--- src/rtl/cpu_pkg.sv ---
// Shared CPU control definitions: opcodes, IR field positions, sequencer
// state codes and the branch-constant sign extension helper.
package cpu_pkg;

    // Opcode field values, IR[31:27]
    localparam logic [4:0] OP_LD    = 5'b00000;
    localparam logic [4:0] OP_LDI   = 5'b00001;
    localparam logic [4:0] OP_ST    = 5'b00010;
    localparam logic [4:0] OP_ADD   = 5'b00011;
    localparam logic [4:0] OP_SUB   = 5'b00100;
    localparam logic [4:0] OP_AND   = 5'b00101;
    localparam logic [4:0] OP_OR    = 5'b00110;
    localparam logic [4:0] OP_SHR   = 5'b00111;
    localparam logic [4:0] OP_SHL   = 5'b01000;
    localparam logic [4:0] OP_ROR   = 5'b01001;
    localparam logic [4:0] OP_ROL   = 5'b01010;
    localparam logic [4:0] OP_ADDI  = 5'b01011;
    localparam logic [4:0] OP_ANDI  = 5'b01100;
    localparam logic [4:0] OP_ORI   = 5'b01101;
    localparam logic [4:0] OP_MUL   = 5'b01110;
    localparam logic [4:0] OP_DIV   = 5'b01111;
    localparam logic [4:0] OP_NEG   = 5'b10000;
    localparam logic [4:0] OP_NOT   = 5'b10001;
    localparam logic [4:0] OP_BR    = 5'b10010;
    localparam logic [4:0] OP_JR    = 5'b10011;
    localparam logic [4:0] OP_JAL   = 5'b10100;
    localparam logic [4:0] OP_IN    = 5'b10101;
    localparam logic [4:0] OP_OUT   = 5'b10110;
    localparam logic [4:0] OP_MFHI  = 5'b10111;
    localparam logic [4:0] OP_MFLO  = 5'b11000;
    localparam logic [4:0] OP_NOP   = 5'b11001;
    localparam logic [4:0] OP_HALT  = 5'b11010;

    // IR field bit positions
    localparam int unsigned OP_HI = 31;
    localparam int unsigned OP_LO = 27;
    localparam int unsigned RA_HI = 26;
    localparam int unsigned RA_LO = 23;
    localparam int unsigned C2_HI = 22;
    localparam int unsigned C2_LO = 19;
    localparam int unsigned C_HI  = 18;
    localparam int unsigned C_LO  = 0;

    // Branch sequencer state codes
    localparam logic [2:0] S_IDLE = 3'd0;
    localparam logic [2:0] S_T3   = 3'd1;
    localparam logic [2:0] S_T4   = 3'd2;
    localparam logic [2:0] S_T5   = 3'd3;
    localparam logic [2:0] S_T6   = 3'd4;

    // Sign-extend the 19-bit C field to a full word
    function automatic logic [31:0] sext_c(input logic [31:0] ir);
        return {{13{ir[C_HI]}}, ir[C_HI:C_LO]};
    endfunction

endpackage

--- src/rtl/branch_seq_if.sv ---
// Decoder/datapath-facing signal bundle of the branch sequencer.
// master: decoder + datapath side; slave: the sequencer itself.
interface branch_seq_if;
    logic        start;
    logic [31:0] ir;
    logic        con;
    logic        busy;
    logic        done;
    logic        taken;
    logic        err;
    logic        gra;
    logic        rout;
    logic        con_in;
    logic        pc_out;
    logic        y_in;
    logic        c_out;
    logic [31:0] c_sext;
    logic        alu_add;
    logic        z_in;
    logic        zlow_out;
    logic        pc_in;

    modport master (
        output start, ir, con,
        input  busy, done, taken, err, gra, rout, con_in, pc_out, y_in,
               c_out, c_sext, alu_add, z_in, zlow_out, pc_in
    );

    modport slave (
        input  start, ir, con,
        output busy, done, taken, err, gra, rout, con_in, pc_out, y_in,
               c_out, c_sext, alu_add, z_in, zlow_out, pc_in
    );
endinterface

--- src/rtl/sat_counter.sv ---
// Saturating up-counter with asynchronous clear; holds at all-ones.
module sat_counter #(
    parameter int unsigned CNT_W = 16
) (
    input  logic             clk,
    input  logic             clr,
    input  logic             inc,
    output logic [CNT_W-1:0] q
);

    // Count up on inc until all-ones is reached
    always_ff @(posedge clk or posedge clr) begin
        if (clr)
            q <= '0;
        else if (inc && (q != '1))
            q <= q + 1'b1;
    end

endmodule

--- src/rtl/branch_seq.sv ---
// Conditional-branch control sequencer (steps T3..T6 after fetch).
// Optional taken/not-taken statistics: define BRANCH_SEQ_STATS_EN.
module branch_seq
    import cpu_pkg::*;
#(
    parameter logic [4:0]  BR_OPCODE = OP_BR,
    parameter int unsigned CNT_W     = 16
) (
    input  logic        clk,
    input  logic        clr,
    branch_seq_if.slave bus
`ifdef BRANCH_SEQ_STATS_EN
    ,
    output logic [CNT_W-1:0] n_taken,
    output logic [CNT_W-1:0] n_not_taken
`endif
);

    logic [2:0] state;
    logic [2:0] state_nx;
    logic       is_br;
    logic       idle;
    logic       accept;
    logic       taken_q;
    logic       err_q;

    assign is_br  = (bus.ir[OP_HI:OP_LO] == BR_OPCODE);
    assign idle   = (state == S_IDLE);
    assign accept = idle && bus.start && is_br;

    // Next-state: fixed walk T3..T6 once a branch is accepted
    always_comb begin
        state_nx = state;
        case (state)
            S_IDLE:  if (accept) state_nx = S_T3;
            S_T3:    state_nx = S_T4;
            S_T4:    state_nx = S_T5;
            S_T5:    state_nx = S_T6;
            S_T6:    state_nx = S_IDLE;
            default: state_nx = S_IDLE;
        endcase
    end

    // State register; clr abandons any sequence in flight
    always_ff @(posedge clk or posedge clr) begin
        if (clr)
            state <= S_IDLE;
        else
            state <= state_nx;
    end

    // Branch decision: cleared on accept, captures CON at the end of T5
    always_ff @(posedge clk or posedge clr) begin
        if (clr)
            taken_q <= 1'b0;
        else if (accept)
            taken_q <= 1'b0;
        else if (state == S_T5)
            taken_q <= bus.con;
    end

    // Illegal-opcode flag: one-cycle pulse the cycle after the rejected start
    always_ff @(posedge clk or posedge clr) begin
        if (clr)
            err_q <= 1'b0;
        else
            err_q <= idle && bus.start && !is_br;
    end

    // Datapath strobes decoded from state; pc_in also qualified by taken
    always_comb begin
        bus.gra      = 1'b0;
        bus.rout     = 1'b0;
        bus.con_in   = 1'b0;
        bus.pc_out   = 1'b0;
        bus.y_in     = 1'b0;
        bus.c_out    = 1'b0;
        bus.alu_add  = 1'b0;
        bus.z_in     = 1'b0;
        bus.zlow_out = 1'b0;
        bus.pc_in    = 1'b0;
        bus.done     = 1'b0;
        case (state)
            S_T3: begin
                bus.gra    = 1'b1;
                bus.rout   = 1'b1;
                bus.con_in = 1'b1;
            end
            S_T4: begin
                bus.pc_out = 1'b1;
                bus.y_in   = 1'b1;
            end
            S_T5: begin
                bus.c_out   = 1'b1;
                bus.alu_add = 1'b1;
                bus.z_in    = 1'b1;
            end
            S_T6: begin
                bus.zlow_out = 1'b1;
                bus.done     = 1'b1;
                bus.pc_in    = taken_q;
            end
            default: ;
        endcase
    end

    assign bus.busy   = !idle;
    assign bus.taken  = taken_q;
    assign bus.err    = err_q;
    assign bus.c_sext = sext_c(bus.ir);

`ifdef BRANCH_SEQ_STATS_EN
    logic leave_t6;
    assign leave_t6 = (state == S_T6);

    sat_counter #(.CNT_W(CNT_W)) u_taken_cnt (
        .clk (clk),
        .clr (clr),
        .inc (leave_t6 && taken_q),
        .q   (n_taken)
    );

    sat_counter #(.CNT_W(CNT_W)) u_not_taken_cnt (
        .clk (clk),
        .clr (clr),
        .inc (leave_t6 && !taken_q),
        .q   (n_not_taken)
    );
`endif

endmodule

--- src/flat_wrapper.sv ---
// flat-port wrapper written by rule: the top's interface ports become plain ports
module branch_seq_flat import cpu_pkg::*;
#(
    parameter logic [4:0]  BR_OPCODE = OP_BR,
    parameter int unsigned CNT_W     = 16
)
  (clk, clr, bus_start, bus_ir, bus_con, bus_busy, bus_done, bus_taken, bus_err, bus_gra, bus_rout, bus_con_in, bus_pc_out, bus_y_in, bus_c_out, bus_c_sext, bus_alu_add, bus_z_in, bus_zlow_out, bus_pc_in);
  branch_seq_if bus_i ();
  input  logic clk;
  input  logic clr;
  input wire logic [$bits(bus_i.start)-1:0] bus_start;
  input wire logic [$bits(bus_i.ir)-1:0] bus_ir;
  input wire logic [$bits(bus_i.con)-1:0] bus_con;
  output wire logic [$bits(bus_i.busy)-1:0] bus_busy;
  output wire logic [$bits(bus_i.done)-1:0] bus_done;
  output wire logic [$bits(bus_i.taken)-1:0] bus_taken;
  output wire logic [$bits(bus_i.err)-1:0] bus_err;
  output wire logic [$bits(bus_i.gra)-1:0] bus_gra;
  output wire logic [$bits(bus_i.rout)-1:0] bus_rout;
  output wire logic [$bits(bus_i.con_in)-1:0] bus_con_in;
  output wire logic [$bits(bus_i.pc_out)-1:0] bus_pc_out;
  output wire logic [$bits(bus_i.y_in)-1:0] bus_y_in;
  output wire logic [$bits(bus_i.c_out)-1:0] bus_c_out;
  output wire logic [$bits(bus_i.c_sext)-1:0] bus_c_sext;
  output wire logic [$bits(bus_i.alu_add)-1:0] bus_alu_add;
  output wire logic [$bits(bus_i.z_in)-1:0] bus_z_in;
  output wire logic [$bits(bus_i.zlow_out)-1:0] bus_zlow_out;
  output wire logic [$bits(bus_i.pc_in)-1:0] bus_pc_in;
  assign bus_i.start = bus_start;
  assign bus_i.ir = bus_ir;
  assign bus_i.con = bus_con;
  assign bus_busy = bus_i.busy;
  assign bus_done = bus_i.done;
  assign bus_taken = bus_i.taken;
  assign bus_err = bus_i.err;
  assign bus_gra = bus_i.gra;
  assign bus_rout = bus_i.rout;
  assign bus_con_in = bus_i.con_in;
  assign bus_pc_out = bus_i.pc_out;
  assign bus_y_in = bus_i.y_in;
  assign bus_c_out = bus_i.c_out;
  assign bus_c_sext = bus_i.c_sext;
  assign bus_alu_add = bus_i.alu_add;
  assign bus_z_in = bus_i.z_in;
  assign bus_zlow_out = bus_i.zlow_out;
  assign bus_pc_in = bus_i.pc_in;
  branch_seq #(.BR_OPCODE(BR_OPCODE), .CNT_W(CNT_W)) u_core (.clk(clk), .clr(clr), .bus(bus_i));
endmodule
--- config.mk ---
export PLATFORM = sky130hd
export DESIGN_NAME = branch_seq_flat
export DESIGN_NICKNAME = d
export VERILOG_FILES = /design/src/rtl/cpu_pkg.sv /design/src/rtl/branch_seq_if.sv /design/src/rtl/sat_counter.sv /design/src/rtl/branch_seq.sv /design/src/flat_wrapper.sv
export SDC_FILE = /design/constraint.sdc
export NUM_CORES = 1
export LEC_CHECK = 0
export BUFFER_PORTS_ARGS = -buffer_cell sky130_fd_sc_hd__buf_2
export CAP_MARGIN = 40
export CELL_PAD_IN_SITES_DETAIL_PLACEMENT = 1
export CELL_PAD_IN_SITES_GLOBAL_PLACEMENT = 2
export CORE_MARGIN = 3
export CORE_UTILIZATION = 12
export DETAILED_ROUTE_END_ITERATION = 8
export PLACE_DENSITY_LB_ADDON = 0.1
export SYNTH_ARGS = -nofsm -noshare
export SYNTH_HDL_FRONTEND = slang
export SYNTH_SLANG_ARGS = --single-unit
--- constraint.sdc ---
create_clock -name clk -period 1.2 [get_ports clk]
set_input_delay 0.18 -clock clk [delete_from_list [all_inputs] [get_ports clk]]
set_output_delay 0.18 -clock clk [all_outputs]
set_load 0.05 [all_outputs]
==> summary.md <==
| Metric | Value |
|---|---|
| Die area | `5300 sq um` |
| Max Cap Violations | `0` |
| Final Max Tran Viols | `0` |
| Failing checks | `setup timing` |
| Routed wl met2 | `roughly 420 um` |
| Top sig layer | `met4` |
| Post-Route M1 WL | `around 470 um` |
| Hold slack | `0.178 ns` |
| Initial Util | `0.129` |
| Crit share post-route | `1.15` |
| Crit Path Max Fanout | `6` |
| Startpoint Class | `flop` |
| Ports | `just over 80` |
| Worst skew pair latency | `0.22 ns` |
| Via Count | `roughly 330` |
| Worst Setup SP | `u_core.state[0]` |
| Min Tclk post-route | `1.38 ns` |
| Critical path required time | `roughly 1.0 ns` |
| Worst hold path class | `in2reg` |
| Layout cell share with drive strength beyond 1 | `0.759` |
| Max H-tree Level | `1` |
| CTS tree | `done` |
| TritonRoute pass-1 iters | `2` |
| Core area | `4140 sq um` |
| Sequential share of the synthesized area | `0.234` |
| Top cells by area, synth | `buf_4 (53%), dfrtp_1 (23%), nor2_1 (2.8%)` |
| CTS Buffer Depth | `2` |
| Final Hold Fails | `0` |
| Leak | `0.303 nW` |
| Yosys reg bits | `5` |
| CTS root buf | `clkbuf_8` |
| Sequential Area | `~130 sq um` |
| RD Place Congestion | `roughly 0.58` |
| Met3 WL | `roughly 160 um` |
| IO buf count | `22` |
| Total track usage | `0.0432` |
| Reg2Reg Setup Slack | `-0.05 ns` |
| Slew @ Worst Pin | `roughly 0.24 ns` |
| Die Y | `72.8 um` |
| Final Worst Setup Slack | `-0.185 ns` |
| WL final | `1.08 mm` |
| Endpoints failing setup | `13` |
| Syn nets | `between 90 and 100` |
| Setup Skew | `between 0.004 and 0.005 ns` |
| Crit path DAT | `1.20 ns` |
| Synth-to-Final Area Change | `20.3%` |
| Ant diodes | `0` |
| Mean Syn Cell Area | `~8.6 sq um` |
| FILL cells | `between 400 and 500` |
| RSZ-0062 raised after global routing | `true` |
| Tot Pwr | `about 2.3 mW` |
| Synthesized instance count | `just over 60` |
| Global-route wire length before repair | `~1.5 mm` |
| Avg WL per Cell | `between 10 and 15 um` |
| Top cell type's share of synthesized area | `0.533` |
| Largest net degree at the start of global routing | `15` |
| Peak VDD IR | `approximately 0.7 mV` |
| Crit Path Class | `reg2out` |
| Gr ovfl total | `0` |
| DR vias/cell | `3.08` |
| Site row count | `23` |
| Crit path capture type | `output port` |
| Layout Nets | `95` |
| Clock Pin Slew Worst Setup and Hold Paths | `0.04 ns` |
| P per Cell Area | `about 3500 nW/um^2` |
| Detailed-route DRC error count | `0` |
| Outcome | `complete, but fails checks` |
| CTS Sinks | `5` |
| Slew headroom | `0.838` |
| DRT antenna net count | `0` |
| Worst hold start | `bus_start` |
| Detailed-placement wirelength estimate | `slightly below 900 um` |
| TritonCTS buffer count | `3` |
| Distinct cells, synth | `15` |
| Die span in x | `72.8 um` |
| Synth Cell Area | `536 sq um` |
| F_max | `722 MHz` |
| Initial antenna violation count | `0` |
| Iter 0 DRT Violations | `3` |
| Worst reg2reg startpoint | `u_core.state[2]` |
| Vias in the first global route | `roughly 290` |
| Largest area contributor in the netlist | `buf_4` |
| Warnings from Yosys | `0` |
| Area of the multi-input gates | `between 150 and 200 sq um` |
==> cells by family (layout without fill, tap and decap cells) <==
logic type,after synthesis,after routing,share of synthesized area
buffers and inverters,40,36,0.547
and+or+nand+nor,13,13,0.157
AOI/OAI and AO/OA,2,2,0.0280
muxes,1,1,0.0187
DFF,5,5,0.234
xor gates and xnor gates,1,1,0.0164
==> registers in the layout, indices dropped and copies added (netlist names) <==
register          count
u_core.bus.err        1
u_core.bus.taken      1
u_core.state          3
==> cell usage in the layout (no fill, tap or decap), drive strengths merged <==
cell type | Yosys | final
and2 | 2 | 2
a31o | 1 | 1
and4b | 1 | 1
nor3 | 1 | 1
xnor2 | 1 | 1
mux2i | 1 | 1
inv | 2 | 2
a31oi | 1 | 1
buf | 38 | 29
nor3b | 2 | 2
dlygate4sd3 | 0 | 1
nand2 | 1 | 1
clkbuf | 0 | 4
and3b | 2 | 2
dfrtp | 5 | 5
nor2 | 4 | 4
==> worst max-delay path, cell delays in order (launching register included) <==
cell,delay (ns)
dfrtp_2,0.45
nor3b_4,0.22
and2_4,0.17
buf_8,0.13
==> through the flow <==
| step | TNS (ns) | cells | cell area (sq um) | utilization | setup WS, ns |
|---|---|---|---|---|---|
| 5_1_grt | -2.75 | 108 | 644 | 0.155 | -0.264 |
| 6_report | -1.99 | 108 | 644 | 0.155 | -0.185 |
| 2_1_floorplan | -1.36 | 62 | 577 | - | -0.337 |
| 3_5_place_dp | -0.168 | 99 | 475 | 0.115 | -0.0594 |
| 4_1_cts | -2.32 | 107 | 599 | 0.145 | -0.201 |
| 3_3_place_gp | -0.185 | 99 | 475 | 0.115 | -0.0644 |
==> synthesized netlist by cell type <==
cell     count
nor3_1       1
and3b_4      1
nand2_1      1
mux2i_1      1
and2_1       2
buf_4       38
and4b_1      1
xnor2_1      1
and3b_2      1
nor2_1       4
nor3b_1      2
inv_1        2
a31oi_1      1
dfrtp_1      5
a31o_2       1
==> final cells by class <==
cell class	count	share of cell area
Inverter	2	0.0117
Clock buffer	4	0.0699
Timing Repair Buffer	30	0.388
Tap cell	50	0.0971
Sequential cell	5	0.200
Multi-Input combinational cell	17	0.233
==> repair_timing <==
action	CTS	global route
pin swaps	3	0
hold buffers	1	0
setup endpoints to repair	12	13
gates resized for setup	16	14
buffers inserted	3	1
endpoints found under the hold margin	5	0
==> where the power goes <==
group	leakage, nW	internal (mW)	switching, mW
logic	0.221	0.643	0.917
clock network	0.0228	0.229	0.0900
registers	0.0597	0.251	0.127
==> layer usage <==
layer  vias to the layer above  GRT usage
li1                        151          -
met1                       144     0.0515
met2                        31     0.0461
met3                         7     0.0193
met4                         0     0.0615
met5                         -          0
==> final timing paths <==
kind | endpoint | depth (start not counted)
max | bus_pc_in | 3
min | u_core.bus.taken | 2
max reg2reg | u_core.bus.taken | 4
min reg2reg | u_core.bus.taken | 2
max in group asynchronous | u_core.state[0] | 3
min in group asynchronous | u_core.bus.taken | 3
Note: power is estimated with default switching activity, not from simulation.
